[config.mk]
export PLATFORM = sky130hd
export DESIGN_NAME = multicycle_ctrl_flat
export DESIGN_NICKNAME = d
export VERILOG_FILES = /design/src/rtl/multicycle_ctrl_if.sv /design/src/rtl/multicycle_ctrl.sv /design/src/flat_wrapper.sv
export SDC_FILE = /design/constraint.sdc
export NUM_CORES = 1
export LEC_CHECK = 0
export BUFFER_PORTS_ARGS = -buffer_cell sky130_fd_sc_hd__buf_2
export CAP_MARGIN = 20
export CORE_MARGIN = 4
export CORE_UTILIZATION = 45
export CTS_CLUSTER_DIAMETER = 50
export DETAILED_ROUTE_END_ITERATION = 8
export PLACE_DENSITY = 0.81
export SLEW_MARGIN = 30
export SYNTH_ARGS = -nofsm -noshare
export SYNTH_HDL_FRONTEND = slang
export SYNTH_SLANG_ARGS = --single-unit
export TNS_END_PERCENT = 30
[constraint.sdc]
create_clock -name clk -period 4 [get_ports clk]
set_input_delay 0.2 -clock clk [delete_from_list [all_inputs] [get_ports clk]]
set_output_delay 0.2 -clock clk [all_outputs]
set_load 0.005 [all_outputs]
[src/rtl/multicycle_ctrl_if.sv]
// multicycle_ctrl_if
// Bundles every non-clock, non-reset signal between the multicycle
// controller and the datapath around it.
//   master modport : controller side (samples run/fetch/memory status, drives
//                    phase, IR fields, datapath selects/enables, counters)
//   slave modport  : datapath side (the mirror image)
// Parameters mirror the controller: REG_AW register address width, IMM_W
// immediate width, CNT_W retired-instruction counter width.
interface multicycle_ctrl_if #(
    parameter int REG_AW = 4,
    parameter int IMM_W  = 8,
    parameter int CNT_W  = 16
);
    localparam int INSTR_W = 4 + REG_AW + IMM_W;

    // run request and fetch handshake
    logic                 enable;
    logic [INSTR_W-1:0]   instr;
    logic                 instr_valid;
    logic                 ir_load;
    // datapath status
    logic                 alu_out0;
    logic                 mem_ready;
    // sequencer and IR fields
    logic [4:0]           phase;
    logic [REG_AW-1:0]    reg_a;
    logic [REG_AW-1:0]    reg_b;
    logic [IMM_W-1:0]     imm;
    logic [INSTR_W-5:0]   jump_target;
    // datapath controls
    logic                 reg_r_enable;
    logic                 reg_w_enable;
    logic                 alu_mux;
    logic                 sign_mux;
    logic                 write_data_mux;
    logic                 disp_enable;
    logic                 mem_r_enable;
    logic                 mem_w_enable;
    logic [2:0]           pc_enables;
    logic [3:0]           alu_op;
    // retirement
    logic                 instr_done;
    logic [CNT_W-1:0]     retired_count;

    modport master (
        input  enable, instr, instr_valid, alu_out0, mem_ready,
        output ir_load, phase, reg_a, reg_b, imm, jump_target,
               reg_r_enable, reg_w_enable, alu_mux, sign_mux, write_data_mux,
               disp_enable, mem_r_enable, mem_w_enable, pc_enables, alu_op,
               instr_done, retired_count
    );

    modport slave (
        output enable, instr, instr_valid, alu_out0, mem_ready,
        input  ir_load, phase, reg_a, reg_b, imm, jump_target,
               reg_r_enable, reg_w_enable, alu_mux, sign_mux, write_data_mux,
               disp_enable, mem_r_enable, mem_w_enable, pc_enables, alu_op,
               instr_done, retired_count
    );
endinterface

[src/rtl/multicycle_ctrl.sv]
// multicycle_ctrl
// Multicycle control unit for the custom RISC datapath. A one-hot phase
// sequencer (IDLE/FETCH/DECODE/EXEC/MEM/WB) steps each instruction through
// the datapath; an instruction register is loaded through a fetch handshake,
// loads/stores wait on mem_ready, branches use a flag captured from the ALU in
// EXEC, and a wrapping counter tracks retired instructions.
// Ports:
//   clk   : rising-edge clock
//   rst_n : asynchronous active-low reset
//   bus   : multicycle_ctrl_if.master -- all handshake, status and control
//           signals (see interface file)
// Every control output is decoded from the registered phase and IR only,
// except ir_load which also follows instr_valid during FETCH.
module multicycle_ctrl #(
    parameter int REG_AW = 4,
    parameter int IMM_W  = 8,
    parameter int CNT_W  = 16
) (
    input  logic                   clk,
    input  logic                   rst_n,
    multicycle_ctrl_if.master      bus
);
    localparam int INSTR_W = 4 + REG_AW + IMM_W;

    localparam logic [3:0] OP_RTYPE = 4'h0;
    localparam logic [3:0] OP_SRLI  = 4'h8;
    localparam logic [3:0] OP_DISP  = 4'h9;
    localparam logic [3:0] OP_BEQZ  = 4'hA;
    localparam logic [3:0] OP_BLTZ  = 4'hC;
    localparam logic [3:0] OP_LW    = 4'hD;
    localparam logic [3:0] OP_SW    = 4'hE;
    localparam logic [3:0] OP_JUMP  = 4'hF;

    // The state code is the phase output itself, so phase needs no decode.
    typedef enum logic [4:0] {
        S_IDLE   = 5'b00000,
        S_FETCH  = 5'b10000,
        S_DECODE = 5'b01000,
        S_EXEC   = 5'b00100,
        S_MEM    = 5'b00010,
        S_WB     = 5'b00001
    } state_t;

    state_t              state_r;
    state_t              state_next_s;
    logic [INSTR_W-1:0]  ir_r;
    logic                cond_flag_r;
    logic [CNT_W-1:0]    retired_count_r;

    logic [3:0]          opcode_s;
    logic [3:0]          rcode_s;
    logic                is_branch_s;
    logic                is_mem_op_s;

    logic                ir_load_s;
    logic                reg_r_enable_s;
    logic                reg_w_enable_s;
    logic                alu_mux_s;
    logic                sign_mux_s;
    logic                write_data_mux_s;
    logic                disp_enable_s;
    logic                mem_r_enable_s;
    logic                mem_w_enable_s;
    logic [2:0]          pc_enables_s;
    logic [3:0]          alu_op_s;
    logic                instr_done_s;

    // ALU operation for each opcode; R-type passes the rcode field through.
    function automatic logic [3:0] decode_alu_op(input logic [3:0] op,
                                                 input logic [3:0] rcode);
        logic [3:0] res;
        case (op)
            4'h0:    res = rcode;
            4'h1:    res = 4'b0001;
            4'h2:    res = 4'b0000;
            4'h3:    res = 4'b1100;
            4'h4:    res = 4'b1101;
            4'h5:    res = 4'b1110;
            4'h6:    res = 4'b0111;
            4'h7:    res = 4'b0110;
            4'h8:    res = 4'b1001;
            4'h9:    res = 4'b1010;
            4'hA:    res = 4'b0101;
            4'hB:    res = 4'b0100;
            4'hC:    res = 4'b1011;
            default: res = 4'b0000;   // lw, sw, jump
        endcase
        return res;
    endfunction

    assign opcode_s    = ir_r[INSTR_W-1 -: 4];
    assign rcode_s     = ir_r[3:0];
    assign is_branch_s = (opcode_s >= OP_BEQZ) && (opcode_s <= OP_BLTZ);
    assign is_mem_op_s = (opcode_s == OP_LW) || (opcode_s == OP_SW);

    // Phase register.
    always_ff @(posedge clk or negedge rst_n) begin
        if (!rst_n) begin
            state_r <= S_IDLE;
        end else begin
            state_r <= state_next_s;
        end
    end

    // Next-phase decode.
    always_comb begin
        state_next_s = state_r;
        case (state_r)
            S_IDLE:   state_next_s = bus.enable ? S_FETCH : S_IDLE;
            S_FETCH:  state_next_s = bus.instr_valid ? S_DECODE : S_FETCH;
            S_DECODE: state_next_s = S_EXEC;
            S_EXEC:   state_next_s = S_MEM;
            // Only loads/stores wait for the memory; everything else passes.
            S_MEM: begin
                if (is_mem_op_s && !bus.mem_ready) begin
                    state_next_s = S_MEM;
                end else begin
                    state_next_s = S_WB;
                end
            end
            S_WB:     state_next_s = bus.enable ? S_FETCH : S_IDLE;
            default:  state_next_s = S_IDLE;
        endcase
    end

    // Instruction register and branch condition flag.
    always_ff @(posedge clk or negedge rst_n) begin
        if (!rst_n) begin
            ir_r        <= '0;
            cond_flag_r <= 1'b0;
        end else begin
            if (state_r == S_FETCH && bus.instr_valid) begin
                ir_r <= bus.instr;
            end
            if (state_r == S_EXEC) begin
                cond_flag_r <= bus.alu_out0;
            end
        end
    end

    // Retired-instruction counter. It steps on the edge that enters WB so the
    // new count is already visible alongside instr_done; an instruction
    // aborted by reset before WB is never counted.
    always_ff @(posedge clk or negedge rst_n) begin
        if (!rst_n) begin
            retired_count_r <= '0;
        end else if (state_r == S_MEM && state_next_s == S_WB) begin
            retired_count_r <= retired_count_r + {{(CNT_W-1){1'b0}}, 1'b1};
        end else begin
            retired_count_r <= retired_count_r;
        end
    end

    // Control outputs from phase and IR.
    always_comb begin
        ir_load_s        = 1'b0;
        reg_r_enable_s   = 1'b0;
        reg_w_enable_s   = 1'b0;
        alu_mux_s        = 1'b0;
        sign_mux_s       = 1'b0;
        write_data_mux_s = 1'b0;
        disp_enable_s    = 1'b0;
        mem_r_enable_s   = 1'b0;
        mem_w_enable_s   = 1'b0;
        pc_enables_s     = 3'b000;
        alu_op_s         = 4'b0000;
        instr_done_s     = 1'b0;
        // ALU selects are held stable from DECODE through WB.
        if (state_r == S_DECODE || state_r == S_EXEC ||
            state_r == S_MEM    || state_r == S_WB) begin
            alu_op_s   = decode_alu_op(opcode_s, rcode_s);
            alu_mux_s  = (opcode_s >= 4'h1) && (opcode_s <= OP_BLTZ);
            sign_mux_s = !is_branch_s;
        end else begin
            alu_op_s   = 4'b0000;
            alu_mux_s  = 1'b0;
            sign_mux_s = 1'b0;
        end
        case (state_r)
            S_IDLE: begin
                ir_load_s = 1'b0;
            end
            S_FETCH: begin
                ir_load_s = bus.instr_valid;
            end
            S_DECODE: begin
                reg_r_enable_s = (opcode_s != OP_JUMP);
            end
            S_EXEC: begin
                ir_load_s = 1'b0;
            end
            S_MEM: begin
                mem_r_enable_s = (opcode_s == OP_LW);
                mem_w_enable_s = (opcode_s == OP_SW);
            end
            S_WB: begin
                instr_done_s     = 1'b1;
                reg_w_enable_s   = (opcode_s <= OP_SRLI) || (opcode_s == OP_LW);
                write_data_mux_s = (opcode_s == OP_LW);
                disp_enable_s    = (opcode_s == OP_DISP);
                if (is_branch_s) begin
                    pc_enables_s = cond_flag_r ? 3'b100 : 3'b010;
                end else if (opcode_s == OP_JUMP) begin
                    pc_enables_s = 3'b001;
                end else begin
                    pc_enables_s = 3'b010;
                end
            end
            default: begin
                ir_load_s = 1'b0;
            end
        endcase
    end

    assign bus.phase          = state_r;
    assign bus.ir_load        = ir_load_s;
    assign bus.reg_a          = ir_r[INSTR_W-5 -: REG_AW];
    assign bus.reg_b          = ir_r[INSTR_W-5-REG_AW -: REG_AW];
    assign bus.imm            = ir_r[IMM_W-1:0];
    assign bus.jump_target    = ir_r[INSTR_W-5:0];
    assign bus.reg_r_enable   = reg_r_enable_s;
    assign bus.reg_w_enable   = reg_w_enable_s;
    assign bus.alu_mux        = alu_mux_s;
    assign bus.sign_mux       = sign_mux_s;
    assign bus.write_data_mux = write_data_mux_s;
    assign bus.disp_enable    = disp_enable_s;
    assign bus.mem_r_enable   = mem_r_enable_s;
    assign bus.mem_w_enable   = mem_w_enable_s;
    assign bus.pc_enables     = pc_enables_s;
    assign bus.alu_op         = alu_op_s;
    assign bus.instr_done     = instr_done_s;
    assign bus.retired_count  = retired_count_r;

    // The opcode class constant is kept for readability of the decode table.
    logic unused_rtype_s;
    assign unused_rtype_s = (OP_RTYPE == 4'h0);

endmodule

[src/flat_wrapper.sv]
// flat-port wrapper written by rule: the top's interface ports become plain ports
module multicycle_ctrl_flat 
#(
    parameter int REG_AW = 4,
    parameter int IMM_W  = 8,
    parameter int CNT_W  = 16
)
  (clk, rst_n, bus_enable, bus_instr, bus_instr_valid, bus_alu_out0, bus_mem_ready, bus_ir_load, bus_phase, bus_reg_a, bus_reg_b, bus_imm, bus_jump_target, bus_reg_r_enable, bus_reg_w_enable, bus_alu_mux, bus_sign_mux, bus_write_data_mux, bus_disp_enable, bus_mem_r_enable, bus_mem_w_enable, bus_pc_enables, bus_alu_op, bus_instr_done, bus_retired_count);
  multicycle_ctrl_if #(.REG_AW(REG_AW), .IMM_W(IMM_W), .CNT_W(CNT_W)) bus_i ();
  input  logic clk;
  input  logic rst_n;
  input wire logic [$bits(bus_i.enable)-1:0] bus_enable;
  input wire logic [$bits(bus_i.instr)-1:0] bus_instr;
  input wire logic [$bits(bus_i.instr_valid)-1:0] bus_instr_valid;
  input wire logic [$bits(bus_i.alu_out0)-1:0] bus_alu_out0;
  input wire logic [$bits(bus_i.mem_ready)-1:0] bus_mem_ready;
  output wire logic [$bits(bus_i.ir_load)-1:0] bus_ir_load;
  output wire logic [$bits(bus_i.phase)-1:0] bus_phase;
  output wire logic [$bits(bus_i.reg_a)-1:0] bus_reg_a;
  output wire logic [$bits(bus_i.reg_b)-1:0] bus_reg_b;
  output wire logic [$bits(bus_i.imm)-1:0] bus_imm;
  output wire logic [$bits(bus_i.jump_target)-1:0] bus_jump_target;
  output wire logic [$bits(bus_i.reg_r_enable)-1:0] bus_reg_r_enable;
  output wire logic [$bits(bus_i.reg_w_enable)-1:0] bus_reg_w_enable;
  output wire logic [$bits(bus_i.alu_mux)-1:0] bus_alu_mux;
  output wire logic [$bits(bus_i.sign_mux)-1:0] bus_sign_mux;
  output wire logic [$bits(bus_i.write_data_mux)-1:0] bus_write_data_mux;
  output wire logic [$bits(bus_i.disp_enable)-1:0] bus_disp_enable;
  output wire logic [$bits(bus_i.mem_r_enable)-1:0] bus_mem_r_enable;
  output wire logic [$bits(bus_i.mem_w_enable)-1:0] bus_mem_w_enable;
  output wire logic [$bits(bus_i.pc_enables)-1:0] bus_pc_enables;
  output wire logic [$bits(bus_i.alu_op)-1:0] bus_alu_op;
  output wire logic [$bits(bus_i.instr_done)-1:0] bus_instr_done;
  output wire logic [$bits(bus_i.retired_count)-1:0] bus_retired_count;
  assign bus_i.enable = bus_enable;
  assign bus_i.instr = bus_instr;
  assign bus_i.instr_valid = bus_instr_valid;
  assign bus_i.alu_out0 = bus_alu_out0;
  assign bus_i.mem_ready = bus_mem_ready;
  assign bus_ir_load = bus_i.ir_load;
  assign bus_phase = bus_i.phase;
  assign bus_reg_a = bus_i.reg_a;
  assign bus_reg_b = bus_i.reg_b;
  assign bus_imm = bus_i.imm;
  assign bus_jump_target = bus_i.jump_target;
  assign bus_reg_r_enable = bus_i.reg_r_enable;
  assign bus_reg_w_enable = bus_i.reg_w_enable;
  assign bus_alu_mux = bus_i.alu_mux;
  assign bus_sign_mux = bus_i.sign_mux;
  assign bus_write_data_mux = bus_i.write_data_mux;
  assign bus_disp_enable = bus_i.disp_enable;
  assign bus_mem_r_enable = bus_i.mem_r_enable;
  assign bus_mem_w_enable = bus_i.mem_w_enable;
  assign bus_pc_enables = bus_i.pc_enables;
  assign bus_alu_op = bus_i.alu_op;
  assign bus_instr_done = bus_i.instr_done;
  assign bus_retired_count = bus_i.retired_count;
  multicycle_ctrl #(.REG_AW(REG_AW), .IMM_W(IMM_W), .CNT_W(CNT_W)) u_core (.clk(clk), .rst_n(rst_n), .bus(bus_i));
endmodule
==> results by group <==
Status
  • Run status: finished clean

Layout
  • Non-Filler Instances: 337
  • Number of nets in the final layout: 293
  • Fraction of final layout cells sized beyond drive strength 1: 41.9%
  • Area grow syn2layout: 14.6%
  • Count of fill cells added during filler insertion: 444
  • Number of diodes: 0

Route
  • Number of DRC markers in iteration 0: 116
  • WL/cell: 13.7 µm
  • Average via count per standard cell: 5.00
  • DRC violations left: 0
  • Routed wire length: 4.63 mm
  • Via count: 1,685
  • Detailed-router iteration count before antenna repair: 4
  • Number of antenna-violating nets in the routed design: 0

Clock network
  • Clock sinks: 38
  • Number of buffers added to fix hold violations after cts: 0
  • Maximum root-to-sink buffer count: 2
  • CTS Root Cell: sky130_fd_sc_hd__clkbuf_8
  • H-tree depth: 2
  • Later-pin clock latency in the skew report: 0.29 ns
  • Setup bufs post-CTS: 0
  • Clock slew at the register clock pins of the worst setup and hold paths: 0.07 ns
  • TritonCTS clock tree: built
  • Total of cells resized after clock tree synthesis: 0
  • Number of buffers added by the clock tree synthesis step: 5

Global routing
  • Global-route wire length before repair: 7.54 mm
  • Maximum number of pins on one net before global-route repair: 39
  • Busiest layer in global routing: met2
  • Via count of the first global-routing pass: 1,576
  • Routing usage on met3: 4.93%
  • Leftover overflow at the end of global routing: 0
  • Overall routing resource usage: 15.7%
  • M1 GR Usage: 20.5%
  • Met2 track demand over resource in global routing: 24.4%
  • Antenna violations before repair: 0

Critical path
  • CP required: 3.80 ns
  • Delay of the slowest critical-path stage: 0.48 ns
  • Critical Path Source Type: register
  • Crit-path slowest cell: sky130_fd_sc_hd__dfrtp_1
  • Maximum fanout count along the critical path: 11
  • Critical Path Sink Type: output pin
  • Arrival time of the worst setup path: 2.06 ns
  • Startpoint-to-endpoint class of the critical path: reg2out
  • Critical Path, Cell by Cell: or3_4 -> or3b_1 -> nor3_1 -> buf_2

Power
  • Share of total power consumed by net switching: 38.4%
  • Power share of the combinational group: 43.8%
  • Maximum VDD drop: 0.000388 V
  • Relative contribution of sequential cells to total power: 41.6%
  • Total internal power: 0.00103 W
  • Share of total power in the clock network: 14.6%
  • Leak: 1.31 nW
  • Net switching power: 0.000645 W
  • Power per standard cell area: 659 nW/µm²

Yosys
  • Fraction of the yosys area taken by sequential cells: 42.8%
  • Most frequent cell after synthesis: sky130_fd_sc_hd__dfrtp_1
  • Number of nets produced by synthesis: 239
  • Synthesized instance count: 216
  • Share of Yosys cell area claimed by the top area cell type: 42.8%
  • Summed instance area of the synthesized netlist: 2220 µm²
  • Cell types with the highest counts after synthesis: sky130_fd_sc_hd__dfrtp_1, sky130_fd_sc_hd__buf_4, sky130_fd_sc_hd__nand2_1
  • Number of enable flip-flop cells after synthesis: 0
  • Synthesis Warnings: 0
  • Average size of a mapped cell: 10.3 µm²
  • Cell types with the largest area share after synthesis: sky130_fd_sc_hd__dfrtp_1, sky130_fd_sc_hd__buf_4, sky130_fd_sc_hd__mux2_2, sky130_fd_sc_hd__mux2_4, sky130_fd_sc_hd__xor2_1
  • Ys flop type: sky130_fd_sc_hd__dfrtp_1
  • FFs w/ async S/R, synth: 100%
  • #FFs+latches synth: 38
  • Number of distinct library cells after synthesis: 41
  • Yosys top cell by area: sky130_fd_sc_hd__dfrtp_1

Job
  • Max-cap viol count: 0

STA
  • Total count of hold-check failures in the final report: 0
  • Max Slew Vio Count: 0
  • Post-route minimum period: 2.26 ns
  • FMAX: 0.443 GHz
  • Maximum clock skew at final layout: 0.00716 ns
  • Slew at the pin closest to its max-slew limit: 0.889 ns
  • Worst slew slack as a fraction of its limit: 40.7%
  • Post-Route Setup TNS: 0 ns
  • Share of the cycle needed by the critical path after routing: 56.5%
  • Setup repair after global routing missed its margin: no
  • Setup Viol. Count Final: 0

Placed design
  • Gp weighted congestion: 0.795
  • Port bufs: 87
  • Number of placed cells counting well taps: 329
  • DP Wirelength: 3.44 mm

Floorplan
  • Row count: 25
  • Number of ports placed on the die boundary: 88
  • Die height: 78.3 µm
  • Width of the chip: 78.3 µm
  • Die Outline Area: 6130 µm²
  • Floorplan core area: 4750 µm²
  • Initial cell density of the core: 46.7%

Min path
  • Hold WC Path Type: in2async
path summary, 6_finish.rpt:
| path | start | endpoint | slack [ns] | cells past startpoint |
|---|---|---|---|---|
| min | rst_n | u_core.ir_r[2] | 0.001 | 1 |
| max in group asynchronous | rst_n | u_core.ir_r[7] | 3.47 | 1 |
| min reg2reg | u_core.bus.retired_count[15] | u_core.bus.retired_count[15] | 0.47 | 1 |
| min in group clk | bus_instr[13] | u_core.ir_r[13] | 0.12 | 3 |
| max | u_core.bus.phase[1] | bus_disp_enable | 1.74 | 4 |
| max reg2reg | u_core.bus.phase[1] | u_core.ir_r[12] | 1.83 | 4 |
metrics by stage:
stage	util, %	worst slack [ns]	hold slack (ns)	total power, W	cell area, µm²
2_1_floorplan	-	2.11	-0.0956	0.00135	2220
3_3_place_gp	51.7	1.78	0.350	0.00141	2460
3_5_place_dp	51.7	1.65	0.358	0.00144	2460
4_1_cts	53.3	1.64	0.0397	0.00169	2530
5_1_grt	53.6	1.58	0.0791	0.00181	2550
6_report	53.6	1.74	0.00121	0.00168	2550
cells by family (layout without fill, tap and decap cells):
logic type / Yosys count / in the layout / synth area share, %
buffers and inverters: 47 / 101 / 13.7
AOI/OAI and AO/OA: 18 / 18 / 5.52
adders and majority gates: 1 / 1 / 0.563
xor gates and xnor gates: 19 / 19 / 7.49
muxes: 20 / 20 / 11.1
DFF: 38 / 38 / 42.8
and+or+nand+nor: 73 / 73 / 18.8
worst max-delay path: cells and delay by family, from the launching register on:
kind / cells / cell delay [ns]
simple gates: 3 / 1.15
flops: 1 / 0.48
buf+inv: 1 / 0.14
per-layer routing:
layer  vias up  routed length (µm)
met1       792                2090
met2        57                2150
met5         -                   0
met3         8                 291
li1        828                   -
met4         0                  97
sequential cells by signal, indices dropped and copies added, names as in the netlist:
| name | count |
|---|---|
| u_core.bus.retired_count | 16 |
| u_core.ir_r | 16 |
| u_core.bus.phase | 5 |
| u_core.cond_flag_r | 1 |
power groups by stage:
stage	sequential, W	clock [W]	combinational (W)
after floorplan	0.000596	0	0.000758
after global placement	0.000694	0	0.000719
after detailed placement	0.000704	0	0.000740
after CTS	0.000697	0.000254	0.000742
after global routing	0.000728	0.000265	0.000821
final	0.000699	0.000245	0.000734
cell type report:
cell class / instances / area, µm² / area share [%]
flip-flops and latches: 38 / 951 / 37.3
repair buffers: 88 / 447 / 17.5
clock buffers: 7 / 76.3 / 3.00
multi-input cells: 131 / 966 / 37.9
well taps: 67 / 83.8 / 3.29
inverters: 6 / 22.5 / 0.885
placed cells by master (no fill, tap or decap), drive strengths merged, types with 3 or more instances in the layout:
| cell | count |
|---|---|
| buf | 88 |
| dfrtp | 38 |
| mux2 | 17 |
| nand2 | 14 |
| nor3 | 13 |
| nor2 | 10 |
| xor2 | 10 |
| nor4 | 10 |
| xnor2 | 9 |
| clkbuf | 7 |
| inv | 6 |
| nand3 | 6 |
| a21oi | 5 |
| nor2b | 4 |
| nand2b | 3 |
| mux2i | 3 |
| o21ai | 3 |
| nand4 | 3 |
| and3 | 3 |
No activity file was read; power rests on OpenSTA's default activity.
